`src/rtl/key_pkg.sv`:
```
// Shared constants, FSM state encodings and the priority helper for the key scanner.
package key_pkg;

  localparam int NUM_KEYS         = 4;
  localparam int CODE_W           = 2;
  localparam int DEBOUNCE_DEFAULT = 500000;
  localparam int LONG_DEFAULT     = 50000000;
  localparam int CNT_W_DEFAULT    = 26;

  typedef enum logic [1:0] {
    IDLE    = 2'd0,
    PRESSED = 2'd1,
    LONG    = 2'd2
  } key_fsm_e;

  // Index of the lowest set bit; 0 when none are set.
  function automatic logic [CODE_W-1:0] lowest_set(input logic [NUM_KEYS-1:0] bits);
    logic [CODE_W-1:0] idx;
    idx = '0;
    for (int i = NUM_KEYS - 1; i >= 0; i--) begin
      if (bits[i]) idx = CODE_W'(i);
    end
    return idx;
  endfunction

endpackage

```
`src/rtl/key_debounce_unit.sv`:
```
// One key: two-flop synchronizer, debounce counter and press FSM.
// Long-press detection is built only when KEY_LONGPRESS_EN is defined.
//
// state   | meaning
// IDLE    | key released, nothing in progress
// PRESSED | debounced press seen, waiting for release or long-press time
// LONG    | long event already raised, waiting for release
module key_debounce_unit
  import key_pkg::*;
#(
  parameter int DEBOUNCE_CYCLES = DEBOUNCE_DEFAULT,
  parameter int LONG_CYCLES     = LONG_DEFAULT,
  parameter int CNT_W           = CNT_W_DEFAULT
) (
  input  logic clk,
  input  logic rst,
  input  logic key_raw,
  output logic level,
  output logic event_pulse
`ifdef KEY_LONGPRESS_EN
  ,
  output logic event_long
`endif
);

  if (DEBOUNCE_CYCLES < 1 || LONG_CYCLES < 1 || CNT_W < 1 || CNT_W > 31 ||
      DEBOUNCE_CYCLES > (1 << CNT_W) || LONG_CYCLES > (1 << CNT_W)) begin : g_bad_params
    $error("key_debounce_unit: CNT_W too narrow for the cycle parameters");
  end

  logic [1:0]       sync_q;
  logic             pressed;
  logic [CNT_W-1:0] deb_cnt;
  logic             accept;
  logic             rise;
  logic             fall;
  key_fsm_e         state_q;
  key_fsm_e         state_d;

  // Synchronizer idles at the released (high) level.
  always_ff @(posedge clk or posedge rst) begin
    if (rst) sync_q <= 2'b11;
    else     sync_q <= {sync_q[0], key_raw};
  end

  assign pressed = ~sync_q[1];
  assign accept  = (pressed != level) && (deb_cnt == CNT_W'(DEBOUNCE_CYCLES - 1));
  assign rise    = accept & pressed;
  assign fall    = accept & ~pressed;

  always_ff @(posedge clk or posedge rst) begin
    if (rst) begin
      deb_cnt <= '0;
      level   <= 1'b0;
    end else if (pressed == level) begin
      deb_cnt <= '0;
    end else if (accept) begin
      deb_cnt <= '0;
      level   <= pressed;
    end else begin
      deb_cnt <= deb_cnt + CNT_W'(1);
    end
  end

`ifdef KEY_LONGPRESS_EN
  logic [CNT_W-1:0] hold_cnt;
  logic             hold_done;

  assign hold_done = (hold_cnt == CNT_W'(LONG_CYCLES - 1));

  // Zero on the entry edge, so it equals the number of cycles spent in PRESSED.
  always_ff @(posedge clk or posedge rst) begin
    if (rst)                    hold_cnt <= '0;
    else if (state_q == PRESSED) hold_cnt <= hold_cnt + CNT_W'(1);
    else                        hold_cnt <= '0;
  end
`endif

  always_ff @(posedge clk or posedge rst) begin
    if (rst) state_q <= IDLE;
    else     state_q <= state_d;
  end

  always_comb begin
    state_d     = state_q;
    event_pulse = 1'b0;
`ifdef KEY_LONGPRESS_EN
    event_long  = 1'b0;
`endif
    case (state_q)
      IDLE: begin
        if (rise) state_d = PRESSED;
      end
      PRESSED: begin
        if (fall) begin
          state_d     = IDLE;
          event_pulse = 1'b1;
        end
`ifdef KEY_LONGPRESS_EN
        else if (hold_done) begin
          state_d     = LONG;
          event_pulse = 1'b1;
          event_long  = 1'b1;
        end
`endif
      end
`ifdef KEY_LONGPRESS_EN
      LONG: begin
        if (fall) state_d = IDLE;
      end
`endif
      default: state_d = IDLE;
    endcase
  end

endmodule

```
`src/rtl/key_scan_module.sv`:
```
// Four debounced keys with a lowest-index-first event arbiter and valid/ready handshake.
// Define KEY_LONGPRESS_EN to build long-press detection; otherwise KEY_Long is 0.
module key_scan_module
  import key_pkg::*;
#(
  parameter int DEBOUNCE_CYCLES = DEBOUNCE_DEFAULT,
  parameter int LONG_CYCLES     = LONG_DEFAULT,
  parameter int CNT_W           = CNT_W_DEFAULT
) (
  input  logic                CLK,
  input  logic                RST,
  input  logic [NUM_KEYS-1:0] KEY_In,
  output logic [NUM_KEYS-1:0] KEY_State,
  output logic                KEY_Valid,
  output logic [CODE_W-1:0]   KEY_Code,
  output logic                KEY_Long,
  input  logic                KEY_Ready,
  output logic                KEY_Overrun
);

  logic [NUM_KEYS-1:0] ev;
  logic [NUM_KEYS-1:0] pending_q;
  logic [NUM_KEYS-1:0] pending_d;
  logic [NUM_KEYS-1:0] clr;
  logic [CODE_W-1:0]   code_q;
  logic                overrun_q;
  logic                accept;

`ifdef KEY_LONGPRESS_EN
  logic [NUM_KEYS-1:0] ev_long;
  logic [NUM_KEYS-1:0] long_q;
  logic [NUM_KEYS-1:0] long_d;
`endif

  for (genvar k = 0; k < NUM_KEYS; k++) begin : g_key
    key_debounce_unit #(
      .DEBOUNCE_CYCLES(DEBOUNCE_CYCLES),
      .LONG_CYCLES    (LONG_CYCLES),
      .CNT_W          (CNT_W)
    ) u_unit (
      .clk        (CLK),
      .rst        (RST),
      .key_raw    (KEY_In[k]),
      .level      (KEY_State[k]),
      .event_pulse(ev[k])
`ifdef KEY_LONGPRESS_EN
      ,
      .event_long (ev_long[k])
`endif
    );
  end

  assign KEY_Valid   = |pending_q;
  assign KEY_Code    = code_q;
  assign KEY_Overrun = overrun_q;
  assign accept      = KEY_Valid & KEY_Ready;

  // A new event on the key being accepted re-arms its bit instead of overrunning.
  always_comb begin
    clr       = accept ? (NUM_KEYS'(1) << code_q) : '0;
    pending_d = (pending_q & ~clr) | ev;
  end

`ifdef KEY_LONGPRESS_EN
  assign long_d   = (long_q & ~clr & ~ev) | (ev & ev_long);
  assign KEY_Long = long_q[code_q];

  always_ff @(posedge CLK or posedge RST) begin
    if (RST) long_q <= '0;
    else     long_q <= long_d;
  end
`else
  assign KEY_Long = 1'b0;
`endif

  // The presented code only moves when nothing is shown or the current event is taken.
  always_ff @(posedge CLK or posedge RST) begin
    if (RST) begin
      pending_q <= '0;
      code_q    <= '0;
      overrun_q <= 1'b0;
    end else begin
      pending_q <= pending_d;
      overrun_q <= |(ev & pending_q & ~clr);
      if (!KEY_Valid || accept) code_q <= lowest_set(pending_d);
    end
  end

endmodule

```
`config.mk`:
```
export PLATFORM = sky130hd
export DESIGN_NAME = key_scan_module
export DESIGN_NICKNAME = d
export VERILOG_FILES = /design/src/rtl/key_pkg.sv /design/src/rtl/key_debounce_unit.sv /design/src/rtl/key_scan_module.sv
export SDC_FILE = /design/constraint.sdc
export NUM_CORES = 1
export LEC_CHECK = 0
export ABC_CLOCK_PERIOD_IN_PS = 4200
export CAP_MARGIN = 10
export CORE_AREA = 5 5 166 120
export DETAILED_ROUTE_END_ITERATION = 10
export DIE_AREA = 0 0 171 125
export SLEW_MARGIN = 5
export SYNTH_ARGS = -nofsm -noshare
export SYNTH_HDL_FRONTEND = slang
export SYNTH_SLANG_ARGS = --single-unit
```
`constraint.sdc`:
```
create_clock -name CLK -period 4.2 [get_ports CLK]
set_input_delay 0.63 -clock CLK [delete_from_list [all_inputs] [get_ports CLK]]
set_output_delay 0.63 -clock CLK [all_outputs]
set_load 0.005 [all_outputs]
```
==> impl_metrics.ini <==
[timing]
setup_viol = 0
tightest_slew_ns = 1.06
period_minus_slack_ns = 2.67
finalHoldViolCount = 0
holdWs_ns = 0.354
finClkSkew_ns = 0.0132
setup_tns_ns = 0
maxSlewViolCount = 0
relSlewSlack_pct = 29.1
fmax_ghz = 0.375
post-route-period-util_pct = 63.6
rsz0062_at_grt = no

[power]
intPower_uw = 2240
power_leakage_uw = 0.00298
p_sw_share_pct = 21.9
pwr-share-comb_pct = 4.9
clkPwrFrac_pct = 50.4
switching_power_uw = 628
powerDensity_nw_per_um2 = 402
peakVddDrop_v = 0.000231
p_seq_share_pct = 44.6

[logic_synthesis]
yosys_warnings = 0
synth_area_um2 = 6240
synth_nets = 636
synth_cells = 625
synthArstFlopShare_pct = 100
synth_area_per_cell_um2 = 9.98
ys_ff_latch = 127
yosysMostFrequentCell = dfrtp_1
synth_top_area_share_pct = 47.7
yosysTopAreaCell = dfrtp_1
ys.flop_type = dfrtp_1
yosys-top-cells-count = dfrtp_1 (119), nor2_1 (110), xor2_1 (59)
ys_types = 46
synth-edff-count = 0
synth_area_leaders = dfrtp_1 (48%), xor2_1 (8.3%), nor2_1 (6.6%)
ys_seq_area_share_pct = 51.1

[global_route]
use_met1_pct = 18.1
grt_pass1_wl_um = 21500
grt_overflow = 0
grt_use_met3_pct = 3.06
grt_use_total_pct = 12.2
top_usage_layer = met1
use_met2_pct = 17.4
grt_pass1_vias = 4333
antenna_found_initial = 0
grt_max_degree = 79

[floorplanning]
rows = 42
chipWidth_um = 171
initial_core_util_pct = 34.0
core_area_um2 = 18300
ioPinCount = 16
dieArea_um2 = 21400
die_height_um = 125

[place]
place_area_um2 = 6560
place_congestion = 0.862
io_buffer_count = 14
placedCellCount = 857
place_hpwl_um = 8410

[worst_setup_path]
crit_path_cell_trace = or4b_1, nor3_1, nor3b_2, nand2b_1, nor2_1
cp_slowest_stage_delay_ns = 0.87
cp.arrival_ns = 2.92
r2r_end = g_key[2].u_unit.deb_cnt[12]$_DFF_PP0_
critPathKind = flop to flop
regToRegStartpoint = g_key[2].u_unit.deb_cnt[14]$_DFF_PP0_
critical_path.max_fanout = 26
reg2reg_slack_ns = 1.53
startpoint = g_key[2].u_unit.deb_cnt[14]$_DFF_PP0_
cp-end-kind = flop
critPathLaunchType = flop
crit_required_ns = 4.44
endpoint = g_key[2].u_unit.deb_cnt[12]$_DFF_PP0_
reg2reg_depth = 5
critPathSlowestCell = nand2b_1

[routing]
post_drt_wl_per_cell_um = 14.1
via_count = 4460
vias_per_cell = 5.02
firstDrtPassIters = 7
postRouteAntennaNets = 0
drc = 0
drt_iter0_markers = 245
wl_um = 12500

[clocking]
clkSinkCount = 127
clock-root-buffer = clkbuf_16
cts_buffers = 17
clk_latency_ns = 0.41
max-clock-path-buffers = 2
htreeDepth = 4
cts.clk_slew.worst_paths_ns = 0.06
cts_hold_buf = 0
cts_setup_buffers = 0
ctsResizeCount = 0
cts_tree = done

[layout]
syn2layout_area_growth_pct = 14.5
num-fill-cells = 1748
num_antenna_cells = 0
drive_gt1_share_pct = 8.66
instances_no_fill = 889
finalInstanceArea_um2 = 7140
final_nets = 645

[run]
drv_cap = 0

[outcome]
status = finished, final reports clean

[worst_hold_path]
whs_path_depth = 0
hp-class = flop to flop
## power by group through the flow
stage	logic (µW)	registers [µW]	clock network (µW)
2_1_floorplan	90.6	1290	0
3_3_place_gp	139	1300	0
3_5_place_dp	145	1300	0
4_1_cts	146	1280	1480
5_1_grt	161	1290	1540
6_report	142	1280	1450
## per-layer routing
metal / part of all wire, % / wire [µm]
met1: 50 / 6320
met2: 45 / 5630
met3: 3.6 / 448
met4: 1.1 / 133
met5: 0 / 0
## metrics by stage
step / power (µW) / worst slack (ns) / utilization [%]
after floorplan: 1380 / 0.199 / -
after global placement: 1440 / 1.73 / 35.8
after detailed placement: 1450 / 1.55 / 35.8
after CTS: 2910 / 1.55 / 38.9
after global routing: 2980 / 1.35 / 38.9
final: 2870 / 1.53 / 38.9
## layout by cell type, fill, tap and decap left out, drive strengths merged, types with 17 or more instances in the layout
cell type  instances
and3              26
clkbuf            26
dfrtp            119
xnor2             38
inv               17
nand2             41
nor4              20
nor2             113
nand4             40
xor2              59
nand3             35
## kinds of logic (layout without fill, tap and decap cells)
logic type | after synthesis | in the layout | synth area share, %
and+or+nand+nor | 327 | 327 | 28.0
buffers and inverters | 42 | 64 | 3.33
other | 1 | 1 | 0.0601
muxes | 6 | 6 | 0.963
adders and majority gates | 4 | 4 | 0.802
DFF | 127 | 127 | 51.1
xor gates and xnor gates | 97 | 97 | 13.6
AOI/OAI and AO/OA | 21 | 21 | 2.09
## how the worst min path moves through the flow
| stage | slack, ns | startpoint | endpoint |
|---|---|---|---|
| 3_5_place_dp | 0.35 | g_key[3].u_unit.sync_q[0]$_DFF_PP1_ | g_key[3].u_unit.sync_q[1]$_DFF_PP1_ |
| 6_report | 0.35 | g_key[3].u_unit.sync_q[0]$_DFF_PP1_ | g_key[3].u_unit.sync_q[1]$_DFF_PP1_ |
| 3_3_place_gp | 0.35 | g_key[3].u_unit.sync_q[0]$_DFF_PP1_ | g_key[3].u_unit.sync_q[1]$_DFF_PP1_ |
| 5_1_grt | 0.36 | g_key[2].u_unit.sync_q[0]$_DFF_PP1_ | g_key[2].u_unit.sync_q[1]$_DFF_PP1_ |
| 4_1_cts | 0.35 | g_key[3].u_unit.sync_q[0]$_DFF_PP1_ | g_key[3].u_unit.sync_q[1]$_DFF_PP1_ |
| 2_1_floorplan | 0.35 | g_key[0].u_unit.sync_q[0]$_DFF_PP1_ | g_key[0].u_unit.sync_q[1]$_DFF_PP1_ |
## cell type report
cell class                      instances  area, µm²  share of cell area (%)
Sequential cell                       127       3190                    44.6
Tap cell                              242        303                    4.24
Clock inverter                          6       82.6                    1.16
Inverter                               17       66.3                   0.929
Multi-Input combinational cell        456       2840                    39.8
Timing Repair Buffer                   15        160                    2.24
Clock buffer                           26        499                    6.99
## flip-flops by register name, summed over array words and instances (netlist names)
register	cells
KEY_Code	2
pending_q	4
g_key.u_unit.deb_cnt	104
g_key.u_unit.sync_q	8
KEY_Overrun	1
g_key.u_unit.state_q	4
g_key.u_unit.level	4
## worst max-delay path, delay by kind of cell, from the launching register on
kind          cells  cell delay [ns]
simple gates      5             2.07
flops             1             0.44
(Power assumes the default switching activity.)
